$ cat src/rtl/sensor_conditioner_if.sv
// rtl/sensor_conditioner_if.sv - signal bundle between sensor probes and the conditioner
//
// Purpose: groups the raw probe/switch inputs, the error-clear request and the
// conditioned outputs of sensor_conditioner into one interface.
// Signals:
//   hh_raw, mm_raw, ll_raw  raw tank level probes (high, medium, low)
//   ua_raw, us_raw, t_raw   raw air-humidity, soil-humidity, temperature switches
//   err_clr                 request to clear the sticky level_err
//   hh, mm, ll, ua, us, t   debounced sensor values
//   level_code              0 empty, 1 low, 2 medium, 3 full
//   changed                 one-cycle pulse per debounced update edge
//   level_err               sticky probe-plausibility error
// Modports: master drives the raw side, slave is the conditioner.

interface sensor_conditioner_if;
  logic       hh_raw;
  logic       mm_raw;
  logic       ll_raw;
  logic       ua_raw;
  logic       us_raw;
  logic       t_raw;
  logic       err_clr;
  logic       hh;
  logic       mm;
  logic       ll;
  logic       ua;
  logic       us;
  logic       t;
  logic [1:0] level_code;
  logic       changed;
  logic       level_err;

  modport master (
    output hh_raw, mm_raw, ll_raw, ua_raw, us_raw, t_raw, err_clr,
    input  hh, mm, ll, ua, us, t, level_code, changed, level_err
  );

  modport slave (
    input  hh_raw, mm_raw, ll_raw, ua_raw, us_raw, t_raw, err_clr,
    output hh, mm, ll, ua, us, t, level_code, changed, level_err
  );
endinterface

$ cat src/rtl/sensor_conditioner.sv
// rtl/sensor_conditioner.sv - synchronizes, debounces and classifies tank/irrigation sensors
//
// Purpose: each of six raw sensor bits passes a 2-flop synchronizer and a
// per-channel debounce counter. The three tank probes are mapped to a level
// code; implausible probe combinations hold the last valid code.
// Optional feature macro: SENSOR_PLAUSIBILITY_EN enables the implausibility
// counter and the sticky level_err flag (cleared by err_clr on a valid pattern).
// Without it level_err is tied 0 and err_clr is ignored.
// Parameters:
//   DEBOUNCE_CYCLES  consecutive mismatching cycles to accept a new level (2..255)
//   ERR_HOLD         consecutive implausible cycles to raise level_err (1..15)
// Ports:
//   clk    system clock, rising edge
//   reset  synchronous active-low reset
//   bus    sensor_conditioner_if.slave (raw inputs, err_clr, conditioned outputs)

module sensor_conditioner #(
  parameter int DEBOUNCE_CYCLES = 16,
  parameter int ERR_HOLD        = 4
) (
  input  logic                  clk,
  input  logic                  reset,
  sensor_conditioner_if.slave   bus
);

  localparam int         NCH      = 6;
  localparam logic [7:0] CNT_LAST = 8'(DEBOUNCE_CYCLES - 1);

  // Channel order: {t, us, ua, hh, mm, ll}; bits [2:0] are the level probes.
  logic [NCH-1:0]      w_raw;
  logic [NCH-1:0]      r_sync1;
  logic [NCH-1:0]      r_sync2;
  logic [NCH-1:0]      r_deb;
  logic [NCH-1:0][7:0] r_cnt;
  logic [NCH-1:0]      w_load;
  logic                r_changed;
  logic [1:0]          r_level_code;
  logic [2:0]          w_pat;
  logic                w_valid;
  logic [1:0]          w_code;

  assign w_raw = {bus.t_raw, bus.us_raw, bus.ua_raw, bus.hh_raw, bus.mm_raw, bus.ll_raw};

  // A channel loads on the edge its counter has already seen DEBOUNCE_CYCLES-1
  // mismatching cycles and the mismatch is still present.
  always_comb begin
    w_load = '0;
    for (int i = 0; i < NCH; i++) begin
      w_load[i] = (r_sync2[i] != r_deb[i]) && (r_cnt[i] == CNT_LAST);
    end
  end

  always_ff @(posedge clk) begin
    if (!reset) begin
      r_sync1   <= '0;
      r_sync2   <= '0;
      r_deb     <= '0;
      r_cnt     <= '0;
      r_changed <= 1'b0;
    end else begin
      r_sync1 <= w_raw;
      r_sync2 <= r_sync1;
      for (int i = 0; i < NCH; i++) begin
        if (r_sync2[i] == r_deb[i]) begin
          r_cnt[i] <= 8'd0;
        end else if (w_load[i]) begin
          r_deb[i] <= r_sync2[i];
          r_cnt[i] <= 8'd0;
        end else begin
          r_cnt[i] <= r_cnt[i] + 8'd1;
        end
      end
      // Follows the load edge exactly, so back-to-back updates give back-to-back pulses.
      r_changed <= |w_load;
    end
  end

  assign w_pat = r_deb[2:0];

  always_comb begin
    w_valid = 1'b1;
    w_code  = 2'd0;
    case (w_pat)
      3'b000:  w_code = 2'd0;
      3'b001:  w_code = 2'd1;
      3'b011:  w_code = 2'd2;
      3'b111:  w_code = 2'd3;
      default: w_valid = 1'b0;
    endcase
  end

  always_ff @(posedge clk) begin
    if (!reset) begin
      r_level_code <= 2'd0;
    end else if (w_valid) begin
      r_level_code <= w_code;
    end
  end

`ifdef SENSOR_PLAUSIBILITY_EN
  localparam logic [3:0] HOLD = 4'(ERR_HOLD);

  logic [3:0] r_imp_cnt;
  logic       r_level_err;

  // The flag sets on the edge the counter steps onto HOLD; while the pattern
  // stays invalid err_clr cannot clear it.
  always_ff @(posedge clk) begin
    if (!reset) begin
      r_imp_cnt   <= 4'd0;
      r_level_err <= 1'b0;
    end else if (w_valid) begin
      r_imp_cnt <= 4'd0;
      if (bus.err_clr) begin
        r_level_err <= 1'b0;
      end
    end else begin
      if (r_imp_cnt != HOLD) begin
        r_imp_cnt <= r_imp_cnt + 4'd1;
      end
      if (r_imp_cnt >= HOLD - 4'd1) begin
        r_level_err <= 1'b1;
      end
    end
  end

  assign bus.level_err = r_level_err;
`else
  logic w_unused_err_clr;
  assign w_unused_err_clr = bus.err_clr;
  assign bus.level_err    = 1'b0;
`endif

  assign bus.ll         = r_deb[0];
  assign bus.mm         = r_deb[1];
  assign bus.hh         = r_deb[2];
  assign bus.ua         = r_deb[3];
  assign bus.us         = r_deb[4];
  assign bus.t          = r_deb[5];
  assign bus.level_code = r_level_code;
  assign bus.changed    = r_changed;

endmodule

$ cat src/flat_wrapper.sv
// flat-port wrapper written by rule: the top's interface ports become plain ports
module sensor_conditioner_flat 
#(
  parameter int DEBOUNCE_CYCLES = 16,
  parameter int ERR_HOLD        = 4
)
  (clk, reset, bus_hh_raw, bus_mm_raw, bus_ll_raw, bus_ua_raw, bus_us_raw, bus_t_raw, bus_err_clr, bus_hh, bus_mm, bus_ll, bus_ua, bus_us, bus_t, bus_level_code, bus_changed, bus_level_err);
  sensor_conditioner_if bus_i ();
  input  logic clk;
  input  logic reset;
  input wire logic [$bits(bus_i.hh_raw)-1:0] bus_hh_raw;
  input wire logic [$bits(bus_i.mm_raw)-1:0] bus_mm_raw;
  input wire logic [$bits(bus_i.ll_raw)-1:0] bus_ll_raw;
  input wire logic [$bits(bus_i.ua_raw)-1:0] bus_ua_raw;
  input wire logic [$bits(bus_i.us_raw)-1:0] bus_us_raw;
  input wire logic [$bits(bus_i.t_raw)-1:0] bus_t_raw;
  input wire logic [$bits(bus_i.err_clr)-1:0] bus_err_clr;
  output wire logic [$bits(bus_i.hh)-1:0] bus_hh;
  output wire logic [$bits(bus_i.mm)-1:0] bus_mm;
  output wire logic [$bits(bus_i.ll)-1:0] bus_ll;
  output wire logic [$bits(bus_i.ua)-1:0] bus_ua;
  output wire logic [$bits(bus_i.us)-1:0] bus_us;
  output wire logic [$bits(bus_i.t)-1:0] bus_t;
  output wire logic [$bits(bus_i.level_code)-1:0] bus_level_code;
  output wire logic [$bits(bus_i.changed)-1:0] bus_changed;
  output wire logic [$bits(bus_i.level_err)-1:0] bus_level_err;
  assign bus_i.hh_raw = bus_hh_raw;
  assign bus_i.mm_raw = bus_mm_raw;
  assign bus_i.ll_raw = bus_ll_raw;
  assign bus_i.ua_raw = bus_ua_raw;
  assign bus_i.us_raw = bus_us_raw;
  assign bus_i.t_raw = bus_t_raw;
  assign bus_i.err_clr = bus_err_clr;
  assign bus_hh = bus_i.hh;
  assign bus_mm = bus_i.mm;
  assign bus_ll = bus_i.ll;
  assign bus_ua = bus_i.ua;
  assign bus_us = bus_i.us;
  assign bus_t = bus_i.t;
  assign bus_level_code = bus_i.level_code;
  assign bus_changed = bus_i.changed;
  assign bus_level_err = bus_i.level_err;
  sensor_conditioner #(.DEBOUNCE_CYCLES(DEBOUNCE_CYCLES), .ERR_HOLD(ERR_HOLD)) u_core (.clk(clk), .reset(reset), .bus(bus_i));
endmodule
$ cat config.mk
export PLATFORM = sky130hd
export DESIGN_NAME = sensor_conditioner_flat
export DESIGN_NICKNAME = d
export VERILOG_FILES = /design/src/rtl/sensor_conditioner_if.sv /design/src/rtl/sensor_conditioner.sv /design/src/flat_wrapper.sv
export SDC_FILE = /design/constraint.sdc
export NUM_CORES = 1
export LEC_CHECK = 0
export ABC_CLOCK_PERIOD_IN_PS = 3400
export CAP_MARGIN = 20
export CORE_MARGIN = 5
export CORE_UTILIZATION = 55
export DETAILED_ROUTE_END_ITERATION = 8
export HOLD_SLACK_MARGIN = 0.05
export PLACE_DENSITY = 0.75
export SLEW_MARGIN = 20
export SYNTH_ARGS = -nofsm -noshare
export SYNTH_HDL_FRONTEND = slang
export SYNTH_SLANG_ARGS = --single-unit
$ cat constraint.sdc
create_clock -name clk -period 3.4 [get_ports clk]
set_clock_uncertainty 0.15 [all_clocks]
set_input_delay 0.68 -clock clk [delete_from_list [all_inputs] [get_ports clk]]
set_output_delay 0.68 -clock clk [all_outputs]
set_load 0.005 [all_outputs]
==> results.json, run 1 <==
{
  "crit-reg2reg-capture": "u_core.bus.changed$_SDFF_PN0_",
  "synth_seq_cells": 69,
  "cp.buffers_inverters": 1,
  "cp_num_cells": 1,
  "worstHoldPathCells": 1,
  "post_cts_resized": 0,
  "report.power.total_mw": 1.54,
  "cp_max_fo": 7,
  "placed_cell_area_um2": 2850,
  "grt_setup_unrepaired": "false",
  "r2r_slack_ns": 1.85,
  "cts_buffers": 9,
  "core_area_um2": 4690,
  "yosys.area.top_type_share_pct": 52.4,
  "synth_area_leaders": "sky130_fd_sc_hd__dfxtp_1 52%, sky130_fd_sc_hd__xor2_1 10%, sky130_fd_sc_hd__nor2_1 6.7%, sky130_fd_sc_hd__nand3_1 5.3%, sky130_fd_sc_hd__xnor2_1 4.3%",
  "cts_tree": "built",
  "final_net_count": 312,
  "globalplace.congestion": 0.783,
  "clock_sink_count": 69,
  "slew-limit-headroom_pct": 62.1,
  "finalWirelength_um": 3920,
  "clock_insertion_delay_worst_skew_ns": 0.33,
  "ctsHtreeMaxLevel": 3,
  "startpoint_type": "register",
  "dieArea_um2": 6280,
  "io_buffers": 16,
  "grt_use_total_pct": 14.8,
  "max-vdd-ir-drop_mv": 0.399,
  "cts_hold_repair.buffers": 0,
  "crit_slowest_cell": "sky130_fd_sc_hd__clkdlybuf4s50_1",
  "pwr-share-clk_pct": 44.7,
  "yosysWarnings": 0,
  "synthFlopType": "sky130_fd_sc_hd__dfxtp_1",
  "post-route-min-period_ns": 2.24,
  "power_density_nw_per_um2": 503,
  "report.final.hold_viol_count": 0,
  "viasPerCell": 5.03,
  "leakagePower_nw": 1.22,
  "power.sequential.fraction_pct": 53.4,
  "syn_inst": 273,
  "die_y_um": 79.3,
  "max_stage_delay_ns": 0.57,
  "post_route_cells_drive_above_1_share_pct": 5.63,
  "worst_margin_pin_slew_ns": 0.567,
  "synthesized_netlist_net_count": 288,
  "synth_largest_area_cell": "sky130_fd_sc_hd__dfxtp_1",
  "drc": 0,
  "timing.rr.start": "u_core.r_cnt[16]$_SDFF_PP0_",
  "finish.instance_area_um2": 3060,
  "switching_power_uw": 296,
  "dr.pass1.iters": 4,
  "cts_root_buffer": "sky130_fd_sc_hd__clkbuf_8",
  "postRouteAntennaNets": 0,
  "fin_setup_tns_ns": 0,
  "syn2layout_area_growth_pct": 16.0,
  "synth.lib_cells_used.distinct": 28,
  "worst-setup-path-type": "register to output port",
  "fin_hold_ws_ns": 0.281,
  "dpl.hpwl_um": 2740,
  "max_cap_viol_count": 0,
  "synth_area_um2": 2640,
  "worstHoldPathType": "register to register",
  "worst_setup_path_end_kind": "output port",
  "antenna_violations_before_repair": 0,
  "start_util_pct": 56.2,
  "worstSetupStartpoint": "u_core.r_deb[1]$_SDFFE_PN0P_",
  "timing.fmax_ghz": 0.447,
  "critical_path.cell_chain": "clkdlybuf4s50_1",
  "detail_route.iter0.violations": 67,
  "most-common-layout-cells": "69 x sky130_fd_sc_hd__dfxtp_1, 47 x sky130_fd_sc_hd__nor2_1, 30 x sky130_fd_sc_hd__xor2_1, 28 x sky130_fd_sc_hd__nand3_1, 16 x sky130_fd_sc_hd__clkdlybuf4s50_1",
  "power.combinational.fraction_pct": 1.9,
  "num-fill-cells": 402,
  "timing.final.max_slew_violations": 0,
  "intPower_mw": 1.24,
  "antenna_cells_inserted": 0,
  "grt_start_max_net_pins": 18,
  "wire_length_of_the_first_global_routing_pass_um": 7180,
  "required_ns": 2.57,
  "globalRoute.totalOverflow": 0,
  "dr_total_vias": 1790,
  "finalSetupViolations": 0,
  "run_status": "finished clean",
  "most_common_library_cell_in_the_layout_ignoring_fill_and_taps": "sky130_fd_sc_hd__dfxtp_1",
  "syn_area_per_cell_um2": 9.66,
  "clock_tree.buffer_depth": 2,
  "postCtsSetupRepairBufs": 0,
  "average_wire_per_standard_cell_um": 11.0,
  "synth_seq_area_share_pct": 52.4,
  "clkTransAtPathRegs_ns": 0.07,
  "die_width_um": 79.3,
  "ff2ff_path_depth": 5,
  "postSynth.asyncResetShare_pct": 0,
  "worst_path_dominant_cell_family": "buffers and inverters",
  "placementRows": 25,
  "period_share_pct": 65.9,
  "num_io_pins": 19,
  "worst-endpoint-arrival_ns": 1.41,
  "grt_pass1_vias": 1738,
  "swShare_pct": 19.3,
  "synth_edf_count": 0,
  "finish.utilization_pct": 65.2,
  "endpoint_of_the_worst_setup_timing_path": "bus_mm"
}
==> registers in the layout, summed over array words and instances (netlist names) <==
name                   flops
u_core.bus.level_code      2
u_core.bus.changed         1
u_core.r_sync2             6
u_core.r_deb               6
u_core.r_sync1             6
u_core.r_cnt              48
==> logic make-up (layout without fill, tap and decap cells) <==
group	count (synthesis)	count (layout)	share of synthesized area, %
xor+xnor	43	43	14.3
flops	69	69	52.4
fa+ha+maj	6	6	2.85
buf+inv	13	42	2.04
compound gates	8	8	1.90
other cells	1	1	0.142
mux	6	6	2.28
simple gates	127	127	24.1
==> Yosys cell counts, types with 3 or more instances <==
library cell	instances
sky130_fd_sc_hd__o21ai_0	3
sky130_fd_sc_hd__nand2_1	7
sky130_fd_sc_hd__inv_1	9
sky130_fd_sc_hd__ha_1	6
sky130_fd_sc_hd__mux2i_1	6
sky130_fd_sc_hd__nand3_1	28
sky130_fd_sc_hd__nand2b_1	4
sky130_fd_sc_hd__nor4_1	5
sky130_fd_sc_hd__nor2_1	47
sky130_fd_sc_hd__and2_1	12
sky130_fd_sc_hd__and3_1	12
sky130_fd_sc_hd__xnor2_1	13
sky130_fd_sc_hd__dfxtp_1	69
sky130_fd_sc_hd__xor2_1	30
sky130_fd_sc_hd__nor2b_1	7
==> through the flow <==
stage	setup WS (ns)	instances
final	1.16	356
after global routing	1.11	356
after CTS	1.14	356
after detailed placement	1.01	340
after global placement	1.05	340
after floorplan	1.95	273
==> worst min path at each step <==
| stage | from | to | slack [ns] |
|---|---|---|---|
| after floorplan | u_core.r_sync1[0]$_SDFF_PN0_ | u_core.r_sync2[0]$_SDFF_PN0_ | 0.26 |
| after global placement | u_core.r_sync1[5]$_SDFF_PN0_ | u_core.r_sync2[5]$_SDFF_PN0_ | 0.27 |
| after detailed placement | u_core.r_sync1[3]$_SDFF_PN0_ | u_core.r_sync2[3]$_SDFF_PN0_ | 0.27 |
| after CTS | u_core.r_sync1[5]$_SDFF_PN0_ | u_core.r_sync2[5]$_SDFF_PN0_ | 0.29 |
| after global routing | u_core.r_sync1[4]$_SDFF_PN0_ | u_core.r_sync2[4]$_SDFF_PN0_ | 0.30 |
| final | u_core.r_sync1[5]$_SDFF_PN0_ | u_core.r_sync2[5]$_SDFF_PN0_ | 0.28 |
==> power by group through the flow <==
stage / clock [mW] / combinational, mW / sequential, mW
6_report: 0.688 / 0.0290 / 0.821
5_1_grt: 0.741 / 0.0332 / 0.822
4_1_cts: 0.709 / 0.0299 / 0.821
3_5_place_dp: 0 / 0.0297 / 0.839
3_3_place_gp: 0 / 0.0293 / 0.839
2_1_floorplan: 0 / 0.0185 / 0.838
==> area by class of cell <==
cell class | count | area (um2) | share of cell area, %
well taps | 54 | 67.6 | 2.21
inverters | 9 | 33.8 | 1.10
clock buffers | 11 | 131 | 4.29
clock inverters | 5 | 75.1 | 2.45
multi-input cells | 191 | 1200 | 39.3
flip-flops and latches | 69 | 1380 | 45.2
repair buffers | 17 | 168 | 5.48
==> metal layers <==
| metal | vias to the layer above | global-route usage [%] | wire (um) |
|---|---|---|---|
| li1 | 940 | - | - |
| met1 | 818 | 16.8 | 1860 |
| met2 | 23 | 23.8 | 1780 |
| met3 | 9 | 4.54 | 164 |
| met4 | 0 | 10.3 | 121 |
| met5 | - | 0 | 0 |
(Power assumes the default switching activity.)
==> run 2, diff against run 1 <==
- ABC_CLOCK_PERIOD_IN_PS: 3400 -> 2150
- clock period: 3.4 -> 2.15 ns (I/O delays scaled with it)
==> run 2 against run 1 <==
Sequential cell count unchanged. Highest routed layer unchanged. Non-clock buffer count unchanged. Count of clock-buffer cells in the layout is the same. Clock power increased by 44%. Final area shrank 0.65%. Combinational power grew 60%.
==> results.json, run 2 (same netlist as run 1, synthesis figures left out) <==
{
  "io_buffers": 16,
  "clock_insertion_delay_worst_skew_ns": 0.33,
  "grt_use_total_pct": 14.5,
  "global_route.peak_usage_layer": "met2",
  "timing.final.max_slew_violations": 0,
  "wire_length_of_the_first_global_routing_pass_um": 7110,
  "global_route.usage.met1_pct": 17.7,
  "dr.pass1.iters": 4,
  "cp.buffers_inverters": 1,
  "multiInputGateArea_um2": 1200,
  "largest_register_ffs": 48,
  "timing.fmax_ghz": 0.515,
  "ctsHtreeMaxLevel": 3,
  "critical_path.cell_chain": "clkdlybuf4s50_1",
  "place_worst_setup_slack_ns": 0.278,
  "max-vdd-ir-drop_mv": 0.625,
  "report.final.hold_viol_count": 0,
  "drc": 0,
  "antenna_cells_inserted": 0,
  "clock_sink_count": 69,
  "cts_buffers": 9,
  "worst_setup_path_end_kind": "output port",
  "report.power.total_mw": 2.34,
  "post_route_cells_drive_above_1_share_pct": 5.35,
  "dpl.hpwl_um": 2700,
  "worst-setup-path-type": "register to output port",
  "grt_pass1_vias": 1687,
  "worst_path_dominant_cell_family": "buffers and inverters",
  "max_stage_delay_ns": 0.56,
  "register_area_um2": 1380,
  "cp_num_cells": 1,
  "run_status": "finished clean",
  "die_y_um": 79.3,
  "start_util_pct": 56.2,
  "fin_hold_ws_ns": 0.283,
  "dieArea_um2": 6280,
  "power_density_nw_per_um2": 769,
  "postRouteAntennaNets": 0,
  "most_common_library_cell_in_the_layout_ignoring_fill_and_taps": "sky130_fd_sc_hd__dfxtp_1",
  "detail_route.iter0.violations": 72,
  "post-route-min-period_ns": 1.94,
  "globalplace.congestion": 0.829,
  "required_ns": 1.57,
  "cts_hold_repair.buffers": 0,
  "post_cts_resized": 0,
  "startpoint_type": "register",
  "num_io_pins": 19,
  "dr_total_vias": 1754,
  "clock_tree.buffer_depth": 2,
  "worstHoldPathType": "register to register",
  "r2r_slack_ns": 0.61,
  "worst-endpoint-arrival_ns": 1.36,
  "worstHoldPathCells": 1,
  "placementRows": 25,
  "die_width_um": 79.3,
  "cts_tree": "built",
  "num-fill-cells": 397,
  "ff2ff_path_depth": 5,
  "antenna_violations_before_repair": 0,
  "viasPerCell": 4.97,
  "period_share_pct": 90.4,
  "max_cap_viol_count": 0,
  "crit_slowest_cell": "sky130_fd_sc_hd__clkdlybuf4s50_1",
  "grt_start_max_net_pins": 30,
  "cp_max_fo": 7,
  "finalSetupViolations": 0,
  "setup_slack_ns": 0.207,
  "gr-usage-met2_pct": 22.2,
  "syn2layout_area_growth_pct": 15.2,
  "finalWirelength_um": 3890,
  "postCtsSetupRepairBufs": 0,
  "average_wire_per_standard_cell_um": 11.0,
  "leakagePower_nw": 1.21,
  "post-place-cells": 340,
  "registers.top_by_ff_count": "u_core.r_cnt",
  "most-common-layout-cells": "69 x sky130_fd_sc_hd__dfxtp_1, 47 x sky130_fd_sc_hd__nor2_1, 30 x sky130_fd_sc_hd__xor2_1, 28 x sky130_fd_sc_hd__nand3_1, 16 x sky130_fd_sc_hd__clkdlybuf4s50_1",
  "grt_setup_unrepaired": "false",
  "clkTransAtPathRegs_ns": 0.06,
  "final_net_count": 312,
  "globalRoute.totalOverflow": 0,
  "groute.layer.met3.usage_pct": 3.97,
  "cts_root_buffer": "sky130_fd_sc_hd__clkbuf_8",
  "core_area_um2": 4690,
  "post_layout_nonfiller_instances": 353,
  "fin_setup_tns_ns": 0
}
run 2: power breakdown:
part	switching, mW	total (mW)	internal [mW]
clock network	0.413	0.990	0.577
logic	0.0218	0.0465	0.0247
registers	0.00673	1.30	1.29
total	0.442	2.34	1.89
run 2: cell type report:
class,instances,share of cell area [%]
clock inverter,2,1.15
inverter,9,1.11
multi-input combinational,191,39.6
timing repair buffer,17,5.52
tap,54,2.22
sequential,69,45.5
clock buffer,11,4.98
run 2: path summary, 6_finish.rpt:
path                                                       to                         start
worst max-delay path                                   bus_mm  u_core.r_deb[1]$_SDFFE_PN0P_
worst min-delay path             u_core.r_sync2[5]$_SDFF_PN0_  u_core.r_sync1[5]$_SDFF_PN0_
worst max register to register  u_core.bus.changed$_SDFF_PN0_   u_core.r_cnt[32]$_SDFF_PP0_
worst min register to register   u_core.r_sync2[5]$_SDFF_PN0_  u_core.r_sync1[5]$_SDFF_PN0_
run 2: layer usage:
metal  part of all wire (%)  vias to the layer above
li1                       -                      939
met1                     51                      783
met2                     43                       22
met3                    3.9                       10
met4                    2.6                        0
met5                      0                        -
run 2: stage by stage:
stage               util [%]  area (um2)
finish                  64.8        3040
global route            64.8        3040
CTS                     64.8        3040
detailed placement      60.8        2850
global placement        60.8        2850
floorplan                  -        2640
==> run 3, diff against run 2 <==
--- a/constraint.sdc
+++ b/constraint.sdc
@@ -4,2 +4,2 @@
 set_output_delay 0.43 -clock clk [all_outputs]
-set_load 0.005 [all_outputs]
+set_load 0.02 [all_outputs]
==> run 3 against run 2 <==
Register-to-register slack barely moved. Power rose by 4.1%. Critical path depth did not move. Critical endpoint is now bus_hh. Non-clock buffer count rose by 3. Sequential power barely moved.
==> results.json, run 3 (same netlist as run 1, synthesis figures left out) <==
{
  "required_ns": 1.57,
  "worst-setup-path-type": "register to output port",
  "postCtsSetupRepairBufs": 0,
  "period_share_pct": 92.7,
  "fin_setup_tns_ns": 0,
  "grt_start_max_net_pins": 14,
  "die_width_um": 79.3,
  "finalSetupViolations": 0,
  "dr_total_vias": 1825,
  "power_density_nw_per_um2": 788,
  "placementRows": 25,
  "worstSetupStartpoint": "u_core.r_deb[2]$_SDFFE_PN0P_",
  "clock_insertion_delay_worst_skew_ns": 0.34,
  "dr.pass1.iters": 4,
  "max_cap_viol_count": 0,
  "clkTransAtPathRegs_ns": 0.07,
  "dpl.hpwl_um": 2760,
  "dieArea_um2": 6280,
  "cts_buffers": 9,
  "viasPerCell": 5.08,
  "hp-start": "u_core.r_sync1[5]$_SDFF_PN0_",
  "worst_path_dominant_cell_family": "buffers and inverters",
  "place_worst_setup_slack_ns": 0.0988,
  "detail_route.iter0.violations": 48,
  "most-common-layout-cells": "69 x sky130_fd_sc_hd__dfxtp_1, 47 x sky130_fd_sc_hd__nor2_1, 30 x sky130_fd_sc_hd__xor2_1, 28 x sky130_fd_sc_hd__nand3_1, 16 x sky130_fd_sc_hd__clkdlybuf4s50_1",
  "syn2layout_area_growth_pct": 17.0,
  "post_layout_nonfiller_instances": 359,
  "leakagePower_nw": 1.23,
  "timing.final.max_slew_violations": 0,
  "num_io_pins": 19,
  "largest_register_ffs": 48,
  "cts_hold_repair.buffers": 0,
  "die_y_um": 79.3,
  "drc": 0,
  "max_stage_delay_ns": 0.64,
  "most_common_library_cell_in_the_layout_ignoring_fill_and_taps": "sky130_fd_sc_hd__dfxtp_1",
  "cts_tree": "built",
  "antenna_cells_inserted": 0,
  "clock_tree.buffer_depth": 2,
  "post-route-min-period_ns": 1.99,
  "crit_slowest_cell": "sky130_fd_sc_hd__clkdlybuf4s50_1",
  "registers.top_by_ff_count": "u_core.r_cnt",
  "cts_root_buffer": "sky130_fd_sc_hd__clkbuf_8",
  "final_net_count": 315,
  "timing.rr.start": "u_core.r_cnt[32]$_SDFF_PP0_",
  "clock_sink_count": 69,
  "globalplace.congestion": 0.814,
  "ctsHtreeMaxLevel": 3,
  "timing.fmax_ghz": 0.502,
  "run_status": "finished clean",
  "worst_setup_path_end_kind": "output port",
  "post_cts_resized": 0,
  "cp.buffers_inverters": 1,
  "antenna_violations_before_repair": 0,
  "startpoint_type": "register",
  "post_route_cells_drive_above_1_share_pct": 6.89,
  "multiInputGateArea_um2": 1200,
  "start_util_pct": 56.2,
  "grt_use_total_pct": 15.7,
  "register_area_um2": 1380,
  "num-fill-cells": 385,
  "globalRoute.totalOverflow": 0,
  "io_buffers": 16,
  "r2r_slack_ns": 0.61,
  "grt_setup_unrepaired": "false",
  "cp_max_fo": 6,
  "postRouteAntennaNets": 0,
  "grt_pass1_vias": 1824,
  "post-place-cells": 343,
  "average_wire_per_standard_cell_um": 11.0,
  "wire_length_of_the_first_global_routing_pass_um": 7530,
  "critical_path.cell_chain": "clkdlybuf4s50_1",
  "finalWirelength_um": 3960,
  "report.final.hold_viol_count": 0,
  "worst-endpoint-arrival_ns": 1.41,
  "setup_slack_ns": 0.158,
  "worstHoldPathType": "register to register",
  "max-vdd-ir-drop_mv": 0.681,
  "core_area_um2": 4690
}
## run 3: layout make-up
type / count / share of cell area (%)
multi-input cells: 191 / 39.0
well taps: 54 / 2.19
inverters: 9 / 1.09
repair buffers: 20 / 6.16
flip-flops and latches: 69 / 44.8
clock inverters: 3 / 1.38
clock buffers: 13 / 5.47
## run 3: power by group
part           internal (mW)  switching [mW]  leakage (nW)
Combinational         0.0258          0.0225         0.568
Clock                  0.629           0.455         0.106
Sequential              1.29         0.00687         0.559
## run 3: worst paths after layout
| check | cells after the start | to |
|---|---|---|
| hold / removal | 1 | u_core.r_sync2[5]$_SDFF_PN0_ |
| setup reg to reg | 5 | u_core.bus.changed$_SDFF_PN0_ |
| hold reg to reg | 1 | u_core.r_sync2[5]$_SDFF_PN0_ |
| setup / recovery | 1 | bus_hh |
## run 3: metal layers
| metal | part of all wire (%) | vias to the layer above | routed length [um] | track usage (%) |
|---|---|---|---|---|
| met4 | 3.1 | 0 | 124 | 9.79 |
| met1 | 49 | 839 | 1940 | 18.7 |
| met3 | 4.7 | 10 | 188 | 6.01 |
| met2 | 43 | 26 | 1710 | 23.7 |
| met5 | 0 | - | 0 | 0 |
| li1 | - | 950 | - | - |
## run 3: per-stage QoR
stage          hold slack [ns]  utilization (%)  total power [mW]  cell area (um2)
2_1_floorplan            0.262                -              1.36             2640
3_3_place_gp             0.266             61.3              1.38             2880
3_5_place_dp             0.269             61.3              1.38             2880
4_1_cts                  0.288             65.8              2.47             3090
5_1_grt                  0.299             65.8              2.53             3090
6_report                 0.284             65.8              2.43             3090
